==> src/rtl/sort_net_pipe.sv <==
// Pipelined bitonic sorter for N unsigned W-bit keys per vector.
// Each network layer is followed by one register stage, so a vector accepted in cycle c is
// presented on the output in cycle c+S. The whole pipeline advances together and stalls
// together. Every key carries its original input index, so that ties resolve deterministically.
//
// Ports:
//   clk, rst_n          rising-edge clock, asynchronous active-low reset
//   in_valid/in_ready   input handshake; in_ready = !out_valid || out_ready
//   in_data             N keys, element i at [i*W +: W]
//   in_desc             0 = ascending, 1 = descending, sampled with the vector
//   out_valid/out_ready output handshake; outputs are held while stalled
//   out_data            sorted keys, element 0 first in sort order
//   out_idx             original input position of each output key, element i at [i*IW +: IW]
//   out_desc            mode the output vector was sorted with
//   occupancy           number of valid vectors in the pipeline, 0..S
module sort_net_pipe #(
   parameter int unsigned N = 8,
   parameter int unsigned W = 4
) (
   input  logic                                             clk,
   input  logic                                             rst_n,
   input  logic                                             in_valid,
   output logic                                             in_ready,
   input  logic [N*W-1:0]                                   in_data,
   input  logic                                             in_desc,
   output logic                                             out_valid,
   input  logic                                             out_ready,
   output logic [N*W-1:0]                                   out_data,
   output logic [N*$clog2(N)-1:0]                           out_idx,
   output logic                                             out_desc,
   output logic [$clog2($clog2(N)*($clog2(N)+1)/2+1)-1:0]   occupancy
);

   localparam int unsigned IW = $clog2(N);
   localparam int unsigned L  = IW;
   localparam int unsigned S  = L * (L + 1) / 2;
   localparam int unsigned OW = $clog2(S + 1);

   logic [W-1:0]  key_q [S][N];
   logic [IW-1:0] idx_q [S][N];
   logic [S-1:0]  desc_q;
   logic [S-1:0]  vld_q;
   logic [OW-1:0] occ_q;

   logic [W-1:0]  key_d [S][N];
   logic [IW-1:0] idx_d [S][N];
   logic [S-1:0]  desc_d;

   logic [W-1:0]  in_key [N];
   logic [IW-1:0] in_tag [N];

   logic adv;
   logic accept;
   logic emit;

   assign adv      = !vld_q[S-1] || out_ready;
   assign in_ready = adv;
   assign accept   = in_valid && adv;
   assign emit     = vld_q[S-1] && out_ready;

   for (genvar i = 0; i < N; i++) begin : g_in
      assign in_key[i] = in_data[i*W +: W];
      assign in_tag[i] = IW'(i);
   end

   // Layer St = p*(p-1)/2 + q merges blocks of size K = 2^p with partner distance J.
   // The first layer works on the incoming vector, so stage 0 already holds its result.
   for (genvar p = 1; p <= L; p++) begin : g_blk
      for (genvar q = 0; q < p; q++) begin : g_lyr
         localparam int unsigned St = p * (p - 1) / 2 + q;
         localparam int unsigned K  = 1 << p;
         localparam int unsigned J  = 1 << (p - 1 - q);

         logic [W-1:0]  src_key [N];
         logic [IW-1:0] src_idx [N];
         logic          src_desc;

         if (St == 0) begin : g_src_in
            assign src_key  = in_key;
            assign src_idx  = in_tag;
            assign src_desc = in_desc;
         end else begin : g_src_reg
            assign src_key  = key_q[St-1];
            assign src_idx  = idx_q[St-1];
            assign src_desc = desc_q[St-1];
         end

         assign desc_d[St] = src_desc;

         for (genvar i = 0; i < N; i++) begin : g_el
            if ((i & J) == 0) begin : g_cmp
               localparam int unsigned P  = i + J;
               localparam bit          Up = ((i & K) == 0);

               // Inverting the key in descending mode turns the sort into an ascending sort
               // on {~key, idx}: keys descend while equal keys keep rising index order.
               logic [W+IW-1:0] cx;
               logic [W+IW-1:0] cy;
               logic            swap;

               assign cx   = {src_key[i] ^ {W{src_desc}}, src_idx[i]};
               assign cy   = {src_key[P] ^ {W{src_desc}}, src_idx[P]};
               assign swap = Up ? (cx > cy) : (cx < cy);

               assign key_d[St][i] = swap ? src_key[P] : src_key[i];
               assign key_d[St][P] = swap ? src_key[i] : src_key[P];
               assign idx_d[St][i] = swap ? src_idx[P] : src_idx[i];
               assign idx_d[St][P] = swap ? src_idx[i] : src_idx[P];
            end
         end
      end
   end

   always_ff @(posedge clk or negedge rst_n) begin
      if (!rst_n) begin
         vld_q  <= '0;
         desc_q <= '0;
         occ_q  <= '0;
         for (int s = 0; s < S; s++) begin
            for (int i = 0; i < N; i++) begin
               key_q[s][i] <= '0;
               idx_q[s][i] <= '0;
            end
         end
      end else begin
         if (adv) begin
            vld_q[0] <= accept;
            for (int s = 1; s < S; s++) begin
               vld_q[s] <= vld_q[s-1];
            end
            key_q  <= key_d;
            idx_q  <= idx_d;
            desc_q <= desc_d;
         end
         if (accept && !emit) begin
            occ_q <= occ_q + OW'(1);
         end else if (emit && !accept) begin
            occ_q <= occ_q - OW'(1);
         end
      end
   end

   for (genvar i = 0; i < N; i++) begin : g_out
      assign out_data[i*W +: W]   = key_q[S-1][i];
      assign out_idx[i*IW +: IW]  = idx_q[S-1][i];
   end

   assign out_valid = vld_q[S-1];
   assign out_desc  = desc_q[S-1];
   assign occupancy = occ_q;

endmodule

==> config.mk <==
export PLATFORM = sky130hd
export DESIGN_NAME = sort_net_pipe
export DESIGN_NICKNAME = d
export VERILOG_FILES = /design/src/rtl/sort_net_pipe.sv
export SDC_FILE = /design/constraint.sdc
export NUM_CORES = 1
export LEC_CHECK = 0
export ABC_AREA = 0
export CAP_MARGIN = 20
export CORE_MARGIN = 4
export CORE_UTILIZATION = 57
export CTS_CLUSTER_SIZE = 40
export DETAILED_ROUTE_END_ITERATION = 8
export DONT_BUFFER_PORTS = 1
export PLACE_DENSITY = 0.82
export SETUP_SLACK_MARGIN = 0.15
export SLEW_MARGIN = 5
export SYNTH_ARGS = -nofsm -noshare
export SYNTH_HDL_FRONTEND = slang
export SYNTH_SLANG_ARGS = --single-unit
export TNS_END_PERCENT = 20
==> constraint.sdc <==
create_clock -name clk -period 3.5 [get_ports clk]
set_input_delay 0.7 -clock clk [delete_from_list [all_inputs] [get_ports clk]]
set_output_delay 0.7 -clock clk [all_outputs]
set_load 0.02 [all_outputs]
==> results of run 1 <==
## routing by layer
layer  wire length, um  up-vias  GRT usage, %
met3              2430      122          3.57
met5                 0        -             0
met4              1900        0          10.0
met1             19800     7663          31.7
li1                  -     7379             -
met2             23100      458          41.8
## synth_stat cells (9+ instances only)
master     instances  area share, %
nand2_1          354            6.6
xor2_1            79            3.5
a21oi_1           40            1.0
and2_1            12           0.38
nor2b_1           33            1.0
nor2_1            38           0.71
xnor2_1           80            3.5
o31a_1            10           0.44
o21ai_0          153            3.8
nand3_1           54            1.4
o211ai_1          50            1.9
o22ai_1            9           0.28
nand2b_1          16           0.50
a31oi_1           21           0.66
o2111ai_1         15           0.66
ha_1             117            7.3
nand3b_1           9           0.34
dfrtp_1          326             41
buf_1             15           0.28
clkbuf_1          85            1.6
a21o_1            23           0.86
o21a_1            25           0.94
nand4_1           25           0.78
o21ai_1           83            2.1
buf_2             33           0.83
or3_1             26           0.81
inv_1             62            1.2
mux2i_1          183            9.2
a221o_1           13           0.65
## cell type report
| class | count | area share, % |
|---|---|---|
| well taps | 455 | 2.64 |
| flip-flops and latches | 326 | 37.8 |
| clock inverters | 17 | 1.28 |
| repair buffers | 29 | 1.13 |
| multi-input cells | 1590 | 51.1 |
| clock buffers | 48 | 4.91 |
| inverters | 65 | 1.15 |
## state kept, by name, indices dropped and copies added (netlist names)
| signal | count |
|---|---|
| g_blk.g_lyr.g_el.g_cmp.cx | 45 |
| vld_q | 6 |
| desc_q | 6 |
| occupancy | 3 |
| out_idx | 24 |
| out_data | 32 |
| g_blk.g_lyr.g_el.g_cmp.cy | 50 |
| g_blk.g_lyr.src_key | 160 |
## worst max-delay path, cell delays in order, from the launching register on
cell and delay, ns:
dfrtp_1 0.47, nor2b_4 0.22, inv_6 0.32, buf_4 0.65
## worst min-delay path by stage
stage,startpoint,slack (ns),cells after the start,to
final,rst_n,-0.13,0,out_data[14]$_DFFE_PN0N_
after CTS,rst_n,-0.15,0,g_blk[3].g_lyr[1].src_key[20]$_DFFE_PN0N_
after detailed placement,rst_n,0.41,0,out_data[10]$_DFFE_PN0N_
after global routing,rst_n,-0.16,0,out_data[1]$_DFFE_PN0N_
after global placement,rst_n,0.41,0,out_data[10]$_DFFE_PN0N_
after floorplan,rst_n,0.40,0,desc_q[0]$_DFFE_PN0N_
## metrics by stage
step | instance area (um^2) | hold WS [ns] | util [%]
6_report | 21600 | -0.129 | 62.3
5_1_grt | 21600 | -0.156 | 62.3
4_1_cts | 21600 | -0.145 | 62.3
3_5_place_dp | 20200 | 0.411 | 58.4
3_3_place_gp | 20200 | 0.411 | 58.4
2_1_floorplan | 20000 | 0.404 | -
## cell families after synthesis
group                    after synthesis  share of synthesized area (%)
flip-flops                           326                           40.8
AND/OR/NAND/NOR                      614                           14.3
multiplexers                         186                           9.32
AO/OA/AOI/OAI                        506                           16.6
adder cells (fa/ha/maj)              125                           7.78
XOR/XNOR                             159                           6.96
buffers and inverters                207                           4.29
## timing repair
action                                  CTS  global route
endpoints found under the setup margin    0             0
gates resized for setup                   0             0
hold endpoints to repair                326           326
==> metrics.csv, run 1 <==
stage,metric,value,unit
layout,fillcell total,2721,
yosys,per-instance average area after synthesis,9.43,um^2
sta,hold slack,-0.129,ns
route,DR vias,15600,
setup_path,worst path required time,2.80,ns
grt,GRT Overall Usage,24.6,%
floorplan,Cell Rows,68,
clock_network,Skew-Pair Late Insertion Delay,0.53,ns
grt,pin count of the biggest net entering global routing,327,
setup_path,reg2reg start,desc_q[3]$_DFFE_PN0N_,
yosys,syn nets,2278,
sta,fin worst setup slack,0.530,ns
yosys,mapped cell area,20000,um^2
sta,Slew HR,16.4,%
min_path,hold crit path type,in -> async,
grt,vias in the first global route,15700,
sta,Final Hold Fails,263,
route,DRC errors left,0,
route,Post-DRT Antenna Nets,0,
floorplan,Die Y,195,um
layout,register area,8160,um^2
floorplan,area of the die,38200,um^2
setup_path,worst reg2reg path endpoint,g_blk[3].g_lyr[2].src_key[17]$_DFFE_PN0N_,
setup_path,Critical Path Source Type,flip-flop,
setup_path,Worst R2R Setup Slack,0.55,ns
clock_network,H-tree Lvls,2,
layout,Multi-input gate area,11000,um^2
setup_path,crit path DAT,2.27,ns
setup_path,r2r worst-path depth,10,
setup_path,worst-path fanout max,73,
clock_network,TritonCTS Sinks,326,
placement,Port Buf Inserts,0,
placement,pre-CTS worst setup slack,0.563,ns
layout,diode count,0,
yosys,synthesis-stage register bit count,326,
status,failing checks,negative hold slack,
layout,Finished Layout Cells,2530,
route,Via density,6.17,
sta,post-layout min period,2.97,ns
sta,Final setup viols,0,
placement,HPWL after detailed placement,33000,um
sta,Slew @ Worst Pin,1.25,ns
sta,max frequency,0.337,GHz
route,drt pass-1 iters,5,
run,MaxCap Viol Count,0,
layout,Syn-to-layout area delta,7.77,%
setup_path,element type at the critical path end,output port,
layout,"most common cell after layout, fill and taps aside",nand2_1,
floorplan,core area,34600,um^2
route,"wirelength, routed",47200,um
sta,Final TNS setup,0,ns
clock_network,setup bufs post-CTS,0,
yosys,Post-synth EDFFs,0,
setup_path,crit path to,in_ready,
layout,fraction of layout cells with a size suffix above 1,5.98,%
floorplan,width of the die,195,um
grt,antenna violations before repair,0,
placement,DP Cell Count,2465,
layout,Final #Nets,2204,
grt,GRT Residual Overflow,0,
yosys,Post-Synthesis Cells,2123,
clock_network,CTS clock-pin slew for the worst setup and hold paths,0.06,ns
sta,Clock Skews,0.0257,ns
yosys,Post-synth ARST share,100,%
placement,RePlAce Congestion,0.882,
route,Starting DRT DRC Count,1081,
route,wire per inst,18.7,um
floorplan,Initial Util,57.8,%
setup_path,critical path class,reg -> out,
layout,most frequent cells in the layout,"354 x nand2_1, 326 x dfrtp_1, 183 x mux2i_1",
yosys,sequential area share after synthesis,40.8,%
floorplan,I/O pin cnt,99,
yosys,"Distinct cells, synth",71,
setup_path,Critical Path Start,vld_q[5]$_DFFE_PN0N_,
clock_network,clock tree buffer depth,3,
sta,RSZ-0062 raised after global routing,no,
yosys,"Top FF cell, synth",dfrtp_1,
clock_network,CTS tree,yes,
yosys,Ys Warns,0,
grt,global-route wire length before repair,79000,um
status,outcome,finished with violations,
sta,crit share post-route,84.9,%
sta,max-slew violations,0,
clock_network,Root Driver,clkbuf_16,
clock_network,cts bufs inserted,37,
Power of run 1 is left out: the tool's default activity adds up to more than one toggle a clock period on the data nets, which glitch-free logic cannot reach.
==> run 2: changes to the inputs <==
--- a/config.mk
+++ b/config.mk
@@ -12,7 +12,7 @@
 export CTS_CLUSTER_SIZE = 40
 export DETAILED_ROUTE_END_ITERATION = 8
 export DONT_BUFFER_PORTS = 1
-export PLACE_DENSITY = 0.82
+export PLACE_DENSITY = 0.85
 export SETUP_SLACK_MARGIN = 0.15
 export SLEW_MARGIN = 5
 export SYNTH_ARGS = -nofsm -noshare
==> constraint.sdc (replaced) <==
create_clock -name clk -period 2.5 [get_ports clk]
set_input_delay 0.5 -clock clk [delete_from_list [all_inputs] [get_ports clk]]
set_output_delay 0.5 -clock clk [all_outputs]
set_load 0.02 [all_outputs]
==> metrics.csv, run 2 (synthesis results as in run 1) <==
stage,metric,value,unit
status,outcome,finished with violations,
status,failing checks,"negative hold slack, negative setup slack",
grt,GRT Overall Usage,25.6,%
setup_path,worst path required time,2.91,ns
setup_path,worst-path fanout max,5,
clock_network,cts bufs inserted,37,
layout,Syn-to-layout area delta,15.4,%
route,Post-DRT Antenna Nets,0,
floorplan,width of the die,195,um
grt,pin count of the biggest net entering global routing,327,
sta,post-layout min period,2.53,ns
sta,crit share post-route,101,%
sta,Slew HR,51.0,%
run,MaxCap Viol Count,0,
setup_path,worst reg2reg path endpoint,g_blk[2].g_lyr[1].src_key[12]$_DFFE_PN0N_,
sta,hold slack,-0.360,ns
layout,Util after Layout,66.7,%
layout,max reg flops,160,
clock_network,clock tree buffer depth,3,
floorplan,Cell Rows,68,
clock_network,H-tree Lvls,2,
setup_path,critical path class,reg -> reg,
setup_path,crit path DAT,2.94,ns
layout,diode count,0,
floorplan,I/O pin cnt,99,
setup_path,crit-path cells,buf_6 > xor2_1 > ha_1 > a21o_1 > a21o_1 > a21oi_2 > o31a_1 > clkbuf_16 > mux2i_1 > o21ai_1,
route,DR vias,16400,
setup_path,Worst R2R Setup Slack,-0.03,ns
sta,max-slew violations,0,
placement,pre-CTS worst setup slack,-0.0354,ns
placement,RePlAce Congestion,0.898,
sta,RSZ-0062 raised after global routing,yes,
route,Via density,6.34,
route,wire per inst,20.2,um
setup_path,CP max-delay cell,dfrtp_2,
sta,Final setup viols,9,
sta,Clock Skews,0.0387,ns
min_path,hold crit path type,in -> async,
sta,fin worst setup slack,-0.0344,ns
grt,global-route wire length before repair,82300,um
grt,GRT Residual Overflow,0,
clock_network,Root Driver,clkbuf_16,
floorplan,core area,34600,um^2
floorplan,Die Y,195,um
route,drt pass-1 iters,8,
setup_path,CP max stage delay,0.47,ns
clock_network,CTS clock-pin slew for the worst setup and hold paths,0.06,ns
placement,HPWL after detailed placement,34600,um
setup_path,Critical Path Source Type,flip-flop,
layout,"most common cell after layout, fill and taps aside",nand2_1,
setup_path,reg2reg start,desc_q[0]$_DFFE_PN0N_,
clock_network,CTS tree,yes,
grt,antenna violations before repair,0,
grt,vias in the first global route,16300,
setup_path,CP dominant cell by count,a21o_1,
setup_path,r2r worst-path depth,10,
floorplan,area of the die,38200,um^2
sta,Slew @ Worst Pin,0.735,ns
floorplan,Initial Util,57.8,%
setup_path,element type at the critical path end,flip-flop,
sta,Final Hold Fails,326,
sta,max frequency,0.395,GHz
sta,Final TNS setup,-0.182,ns
route,DRC errors left,0,
route,"wirelength, routed",52300,um
placement,Port Buf Inserts,0,
clock_network,Skew-Pair Late Insertion Delay,0.56,ns
clock_network,TritonCTS Sinks,326,
layout,most frequent cells in the layout,"353 x nand2_1, 323 x dfrtp_1, 140 x mux2i_1",
layout,Final #Nets,2263,
route,Starting DRT DRC Count,1365,
layout,fraction of layout cells with a size suffix above 1,14.3,%
==> run 2: cell count changes in the layout (fill, tap and decap cells not counted), moves of 15 or more <==
cell / previous run / this run
o21ai_0: 153 / 113
buf_4: 27 / 49
mux2i_4: 0 / 18
mux2i_2: 0 / 25
buf_6: 0 / 15
mux2i_1: 183 / 140
buf_12: 2 / 18
o21ai_1: 83 / 116
==> run 2: worst max-delay path: cells and delay by family, from the launching register on <==
family          cells  cell delay [ns]
flops               1             0.47
fa+ha+maj           1             0.31
xor+xnor            1             0.16
buf+inv             2             0.38
compound gates      5             0.86
mux                 1             0.20
==> run 2: cell type report <==
| type | instances | area, um^2 |
|---|---|---|
| inverter | 65 | 249 |
| clock buffer | 49 | 1050 |
| sequential | 326 | 8160 |
| fill | 2504 | 11500 |
| timing repair buffer | 88 | 1030 |
| clock inverter | 18 | 273 |
| tap | 455 | 569 |
| multi-input combinational | 1590 | 11800 |
==> run 2: worst max-delay path by stage <==
stage / slack [ns] / start / end / cells after the start
global placement: 0.04 / desc_q[1]$_DFFE_PN0N_ / g_blk[3].g_lyr[0].src_key[22]$_DFFE_PN0N_ / 10
finish: -0.03 / desc_q[0]$_DFFE_PN0N_ / g_blk[2].g_lyr[1].src_key[12]$_DFFE_PN0N_ / 10
floorplan: 0.08 / desc_q[4]$_DFFE_PN0N_ / out_idx[6]$_DFFE_PN0N_ / 11
CTS: 0.05 / desc_q[3]$_DFFE_PN0N_ / g_blk[3].g_lyr[2].g_el[2].g_cmp.cx[1]$_DFFE_PN0N_ / 10
global route: -0.13 / desc_q[0]$_DFFE_PN0N_ / g_blk[2].g_lyr[1].g_el[6].g_cmp.cx[0]$_DFFE_PN0N_ / 10
detailed placement: -0.04 / desc_q[1]$_DFFE_PN0N_ / g_blk[3].g_lyr[0].src_key[22]$_DFFE_PN0N_ / 10
==> run 2: metal layers <==
layer / vias to the layer above / GRT usage, % / part of all wire (%)
li1: 7512 / - / -
met1: 8052 / 31.8 / 39
met2: 674 / 45.0 / 50
met3: 201 / 4.16 / 6.5
met4: 0 / 9.36 / 4.7
met5: - / 0 / 0
==> run 2: repair_timing <==
action,CTS,global route
pin swaps,4,42
cloned,2,5
endpoints found under the hold margin,326,326
buffers inserted,7,8
gates resized for setup,38,171
endpoints found under the setup margin,112,233
==> run 2: through the flow <==
| step | instances | area, um^2 |
|---|---|---|
| floorplan | 2123 | 20200 |
| global placement | 2502 | 20700 |
| detailed placement | 2502 | 20700 |
| CTS | 2578 | 22300 |
| global route | 2591 | 23100 |
| finish | 2591 | 23100 |
Power of run 2 is left out for the same reason.
==> run 3: changes to the inputs <==
--- a/config.mk
+++ b/config.mk
@@ -12,6 +12,7 @@
 export CTS_CLUSTER_SIZE = 40
 export DETAILED_ROUTE_END_ITERATION = 8
 export DONT_BUFFER_PORTS = 1
+export MAX_ROUTING_LAYER = met4
 export PLACE_DENSITY = 0.85
 export SETUP_SLACK_MARGIN = 0.15
 export SLEW_MARGIN = 5
==> metrics.csv, run 3 (synthesis results as in run 1) <==
stage,metric,value,unit
sta,Clock Skews,0.0184,ns
floorplan,area of the die,38200,um^2
sta,Slew @ Worst Pin,0.760,ns
setup_path,crit path DAT,2.94,ns
sta,RSZ-0062 raised after global routing,yes,
floorplan,Initial Util,57.8,%
sta,fin worst setup slack,-0.0545,ns
layout,"most common cell after layout, fill and taps aside",nand2_1,
placement,Port Buf Inserts,0,
setup_path,worst path required time,2.89,ns
layout,diode count,0,
clock_network,CTS tree,yes,
setup_path,reg2reg start,desc_q[0]$_DFFE_PN0N_,
route,drt pass-1 iters,8,
layout,most frequent cells in the layout,"353 x nand2_1, 323 x dfrtp_1, 132 x o21ai_1",
clock_network,cts bufs inserted,37,
route,Post-DRT Antenna Nets,0,
sta,post-layout min period,2.55,ns
floorplan,Cell Rows,68,
route,Starting DRT DRC Count,1415,
setup_path,Worst R2R Setup Slack,-0.05,ns
floorplan,width of the die,195,um
sta,Slew HR,49.4,%
setup_path,worst-path fanout max,7,
setup_path,Critical Path Source Type,flip-flop,
setup_path,critical path class,reg -> reg,
min_path,hold crit path type,in -> async,
sta,crit share post-route,102,%
sta,max frequency,0.391,GHz
layout,Final #Nets,2274,
placement,RePlAce Congestion,0.950,
layout,fraction of layout cells with a size suffix above 1,15.7,%
route,wire per inst,20.4,um
setup_path,worst reg2reg path endpoint,g_blk[2].g_lyr[1].g_el[0].g_cmp.cy[0]$_DFFE_PN0N_,
layout,Multi-input gate area,11900,um^2
layout,Syn-to-layout area delta,16.1,%
setup_path,r2r worst-path depth,11,
clock_network,H-tree Lvls,2,
status,failing checks,"negative hold slack, negative setup slack",
grt,antenna violations before repair,0,
setup_path,element type at the critical path end,flip-flop,
grt,pin count of the biggest net entering global routing,327,
clock_network,CTS clock-pin slew for the worst setup and hold paths,0.06,ns
sta,max-slew violations,0,
grt,GRT Residual Overflow,0,
clock_network,Skew-Pair Late Insertion Delay,0.53,ns
grt,global-route wire length before repair,82600,um
clock_network,clock tree buffer depth,3,
route,"wirelength, routed",53100,um
clock_network,TritonCTS Sinks,326,
layout,register area,8160,um^2
sta,Final setup viols,5,
clock_network,Root Driver,clkbuf_16,
route,Via density,6.32,
layout,max reg flops,160,
placement,pre-CTS worst setup slack,-0.0967,ns
route,DRC errors left,0,
status,outcome,finished with violations,
layout,fillcell total,2453,
grt,GRT Overall Usage,26.6,%
sta,hold slack,-0.337,ns
grt,vias in the first global route,16200,
run,MaxCap Viol Count,0,
placement,HPWL after detailed placement,34400,um
floorplan,Die Y,195,um
floorplan,core area,34600,um^2
floorplan,I/O pin cnt,99,
sta,Final Hold Fails,326,
route,DR vias,16400,
run 3: final cells by class:
class	count	area share (%)
multi-input cells	1591	51.1
flip-flops and latches	326	35.1
repair buffers	98	4.86
clock buffers	51	4.55
well taps	455	2.45
inverters	65	1.07
clock inverters	14	0.883
run 3: critical path, stage by stage (launching register included):
cell	delay [ns]
dfrtp_2	0.44
buf_4	0.16
clkbuf_16	0.16
xnor2_1	0.17
ha_1	0.28
a21o_1	0.18
a21oi_1	0.30
a21oi_2	0.12
buf_4	0.16
buf_6	0.13
a21oi_1	0.23
o21ai_0	0.11
run 3: metal layers:
metal	GRT usage, %	up-vias	share of wire, %
met5	-	-	0
met4	10.8	0	5.0
met3	4.07	211	6.2
met2	44.2	626	49
met1	32.8	8066	40
li1	-	7541	-
run 3: timing repair:
| action | CTS | global route |
|---|---|---|
| hold endpoints to repair | 326 | 326 |
| cloned | 3 | 7 |
| gates resized for setup | 39 | 213 |
| buffers inserted | 11 | 13 |
| pin swaps | 6 | 62 |
| endpoints found under the setup margin | 122 | 231 |
run 3: how the worst max path moves through the flow:
stage,startpoint,to,slack (ns),cells after the start
after detailed placement,desc_q[2]$_DFFE_PN0N_,g_blk[3].g_lyr[1].g_el[5].g_cmp.cy[0]$_DFFE_PN0N_,-0.1,9
after global placement,desc_q[2]$_DFFE_PN0N_,g_blk[3].g_lyr[1].g_el[5].g_cmp.cy[1]$_DFFE_PN0N_,0.01,9
final,desc_q[0]$_DFFE_PN0N_,g_blk[2].g_lyr[1].g_el[0].g_cmp.cy[0]$_DFFE_PN0N_,-0.05,11
after global routing,desc_q[0]$_DFFE_PN0N_,g_blk[2].g_lyr[1].src_key[17]$_DFFE_PN0N_,-0.14,11
after floorplan,desc_q[4]$_DFFE_PN0N_,out_idx[6]$_DFFE_PN0N_,0.08,11
after CTS,desc_q[4]$_DFFE_PN0N_,out_data[23]$_DFFE_PN0N_,0.04,10
run 3: per-stage QoR:
step                      area, um^2  util (%)  TNS (ns)  hold WS, ns  std cells
after floorplan                20200         -         0        0.204       2123
after global placement         20700      59.8         0        0.213       2501
after detailed placement       20700      59.8    -0.606        0.211       2501
after CTS                      22300      64.3         0       -0.338       2580
after global routing           23200      67.1     -1.47       -0.346       2600
final                          23200      67.1    -0.131       -0.337       2600
Power of run 3 is left out for the same reason.
==> RTL change (settings of run 1) <==
Change the parameter `W` from 4 to 6.
--- a/src/rtl/sort_net_pipe.sv
+++ b/src/rtl/sort_net_pipe.sv
@@ -15,7 +15,7 @@
 //   occupancy           number of valid vectors in the pipeline, 0..S
 module sort_net_pipe #(
    parameter int unsigned N = 8,
-   parameter int unsigned W = 4
+   parameter int unsigned W = 6
 ) (
    input  logic                                             clk,
    input  logic                                             rst_n,
Ports: changed (resized in_data and out_data); port bits go from 99 to 131. The function was not compared with the original's and may differ.
==> RTL change against run 1 <==
- the flow still finishes with violations (negative hold slack)
- sequential cell count rose by 96
- routed wire length rose by 32%
- critical path depth rose by 7
- setup slack got worse by 0.17 ns
- synthesized area rose by 27%
- design area rose by 28%
- count of clock-buffer cells in the layout rose by 12
- critical path type is now flip-flop to flip-flop
- largest cell class unchanged
- highest routed layer unchanged
Power is not shown: default switching activity piles up to over one toggle a cycle in this logic, so the estimate is an artifact.
==> RTL change: results (changes against run 1) <==
Yosys
  – Top FF cell, synth: dfrtp_1
  – Synth area leaders: dfrtp_1 41%, mux2i_1 13%, ha_1 7.5%
  – Commonest cells post-synth: 436 x nand2_1, 422 x dfrtp_1, 381 x o21ai_0
  – Sequential element share of the synthesized area: 0.4149 (+0.007395)
  – Synthesized instance count: 2664 (+25%)
  – Synth unique cells: 62 (-13%)
  – Fraction of registers with async set/reset: 1.000 (unchanged)
  – Syn nets: 2871 (+26%)

Clock network
  – CTS H-tree lvls: 2 (unchanged)
  – Number of buffers created by CTS: 45 (+22%)
  – Root Driver: clkbuf_16
  – Clock buffer depth: 3 (unchanged)
  – CTS clk-pin slew, worst paths: 0.06 ns (about the same)
  – Clock latency on the worst-skew pair: 0.59 ns (+0.06 ns)

Critical path
  – CP max stage delay: 0.58 ns (-0.07 ns)
  – Reg2reg path depth: 10 (unchanged)
  – Worst Setup SP: desc_q[0]
  – Slowest CP cell: dfrtp_2
  – Crit path capture: g_blk[2].g_lyr[1].src_key[32]
  – CP top delay family: compound AO/OA/AOI/OAI gates
  – RR Endpoint: g_blk[2].g_lyr[1].src_key[32]
  – Critical Path AT: 3.57 ns (+1.30 ns)
  – Critical path peak fanout: 18 (-75%)

Cells and area
  – FILL cells: 3528 (+30%)
  – Area Growth Syn to Fin: 8.166%
  – Antenna diodes: 0 (unchanged)
  – Nets: 2788 (+26%)
  – Max reg flops: 240 (+50%)
  – Layout cells sized above 1: 0.05923 (-0.0005309)

Placement
  – Post-DP HPWL: 44.91 mm (+36%)
  – Port Buffer Count: 0 (unchanged)
  – Placer Congestion: 0.9209 (+4.4%)
  – Area post-placement: 25950 um^2 (+28%)
  – Setup WS pre-CTS: 0.2250 ns (-0.3376 ns)
  – Placed insts: 3124 (+27%)

Global route
  – Vias in the first global route: 19500 (+24%)
  – First-pass GRT wire length: 102.1 mm (+29%)
  – Grt met1 use: 0.3334 (+0.01624)
  – Total track usage: 0.2609 (+0.01489)
  – Antenna violations before repair: 0 (unchanged)
  – Largest net degree at the start of global routing: 423 (+29%)
  – M2 GR Usage: 0.4414 (+0.02319)
  – GR Util met3: 0.03766 (+0.001948)

Status
  – Status: complete, but fails checks
  – Failing checks: negative hold slack

STA
  – Final Hold Slack: -0.1895 ns (-0.06029 ns)
  – Final hold viol count: 174 (-34%)
  – Period utilisation layout: 0.8965 (+0.04781)
  – Worst clock skew: 0.01686 ns (-0.008829 ns)
  – Slew at the pin closest to its max-slew limit: 1.321 ns (+0.06676 ns)

Detailed routing
  – Initial DRT Pass Iterations: 5 (unchanged)
  – DR WL/cell: 19.41 um (+4.0%)
  – Routed met3 length: 3.074 mm (+27%)
  – M1 WL: 26.07 mm (+32%)
  – Routed WL: 62.27 mm (+32%)
  – Met2 WL: 30.24 mm (+31%)
  – Max layer used: met4
  – Total vias in the final route: 19320 (+24%)
  – Detailed router's first-iteration violation count: 1502 (+39%)

Worst hold path
  – HP Class: input port to asynchronous set/reset pin
## RTL change: cell types whose count changed after synthesis, moves of 38 or more
cell,change
mux2i_1,+155
o21ai_0,+228
dfrtp_1,+96
xor2_1,+38
nand2_1,+82
o21ai_1,-71
xnor2_1,+43
## RTL change: what timing repair did
action                     CTS  global route
resized for setup            1             0
buffers inserted             0             1
setup endpoints to repair    1             1
hold endpoints to repair   422           422
## RTL change: kinds of logic after synthesis
group,share of synthesized area
AOI/OAI and AO/OA,0.1384
xor gates and xnor gates,0.08260
adders and majority gates,0.08358
buffers and inverters,0.03938
DFF,0.4149
muxes,0.1334
and+or+nand+nor,0.1077
## RTL change: final cells by class
class / count / area share
inverter: 83 / 0.01141
clock buffer: 60 / 0.04777
clock inverter: 23 / 0.008591
tap: 592 / 0.02691
multi-input combinational: 1989 / 0.5078
sequential: 422 / 0.3839
timing repair buffer: 40 / 0.01359
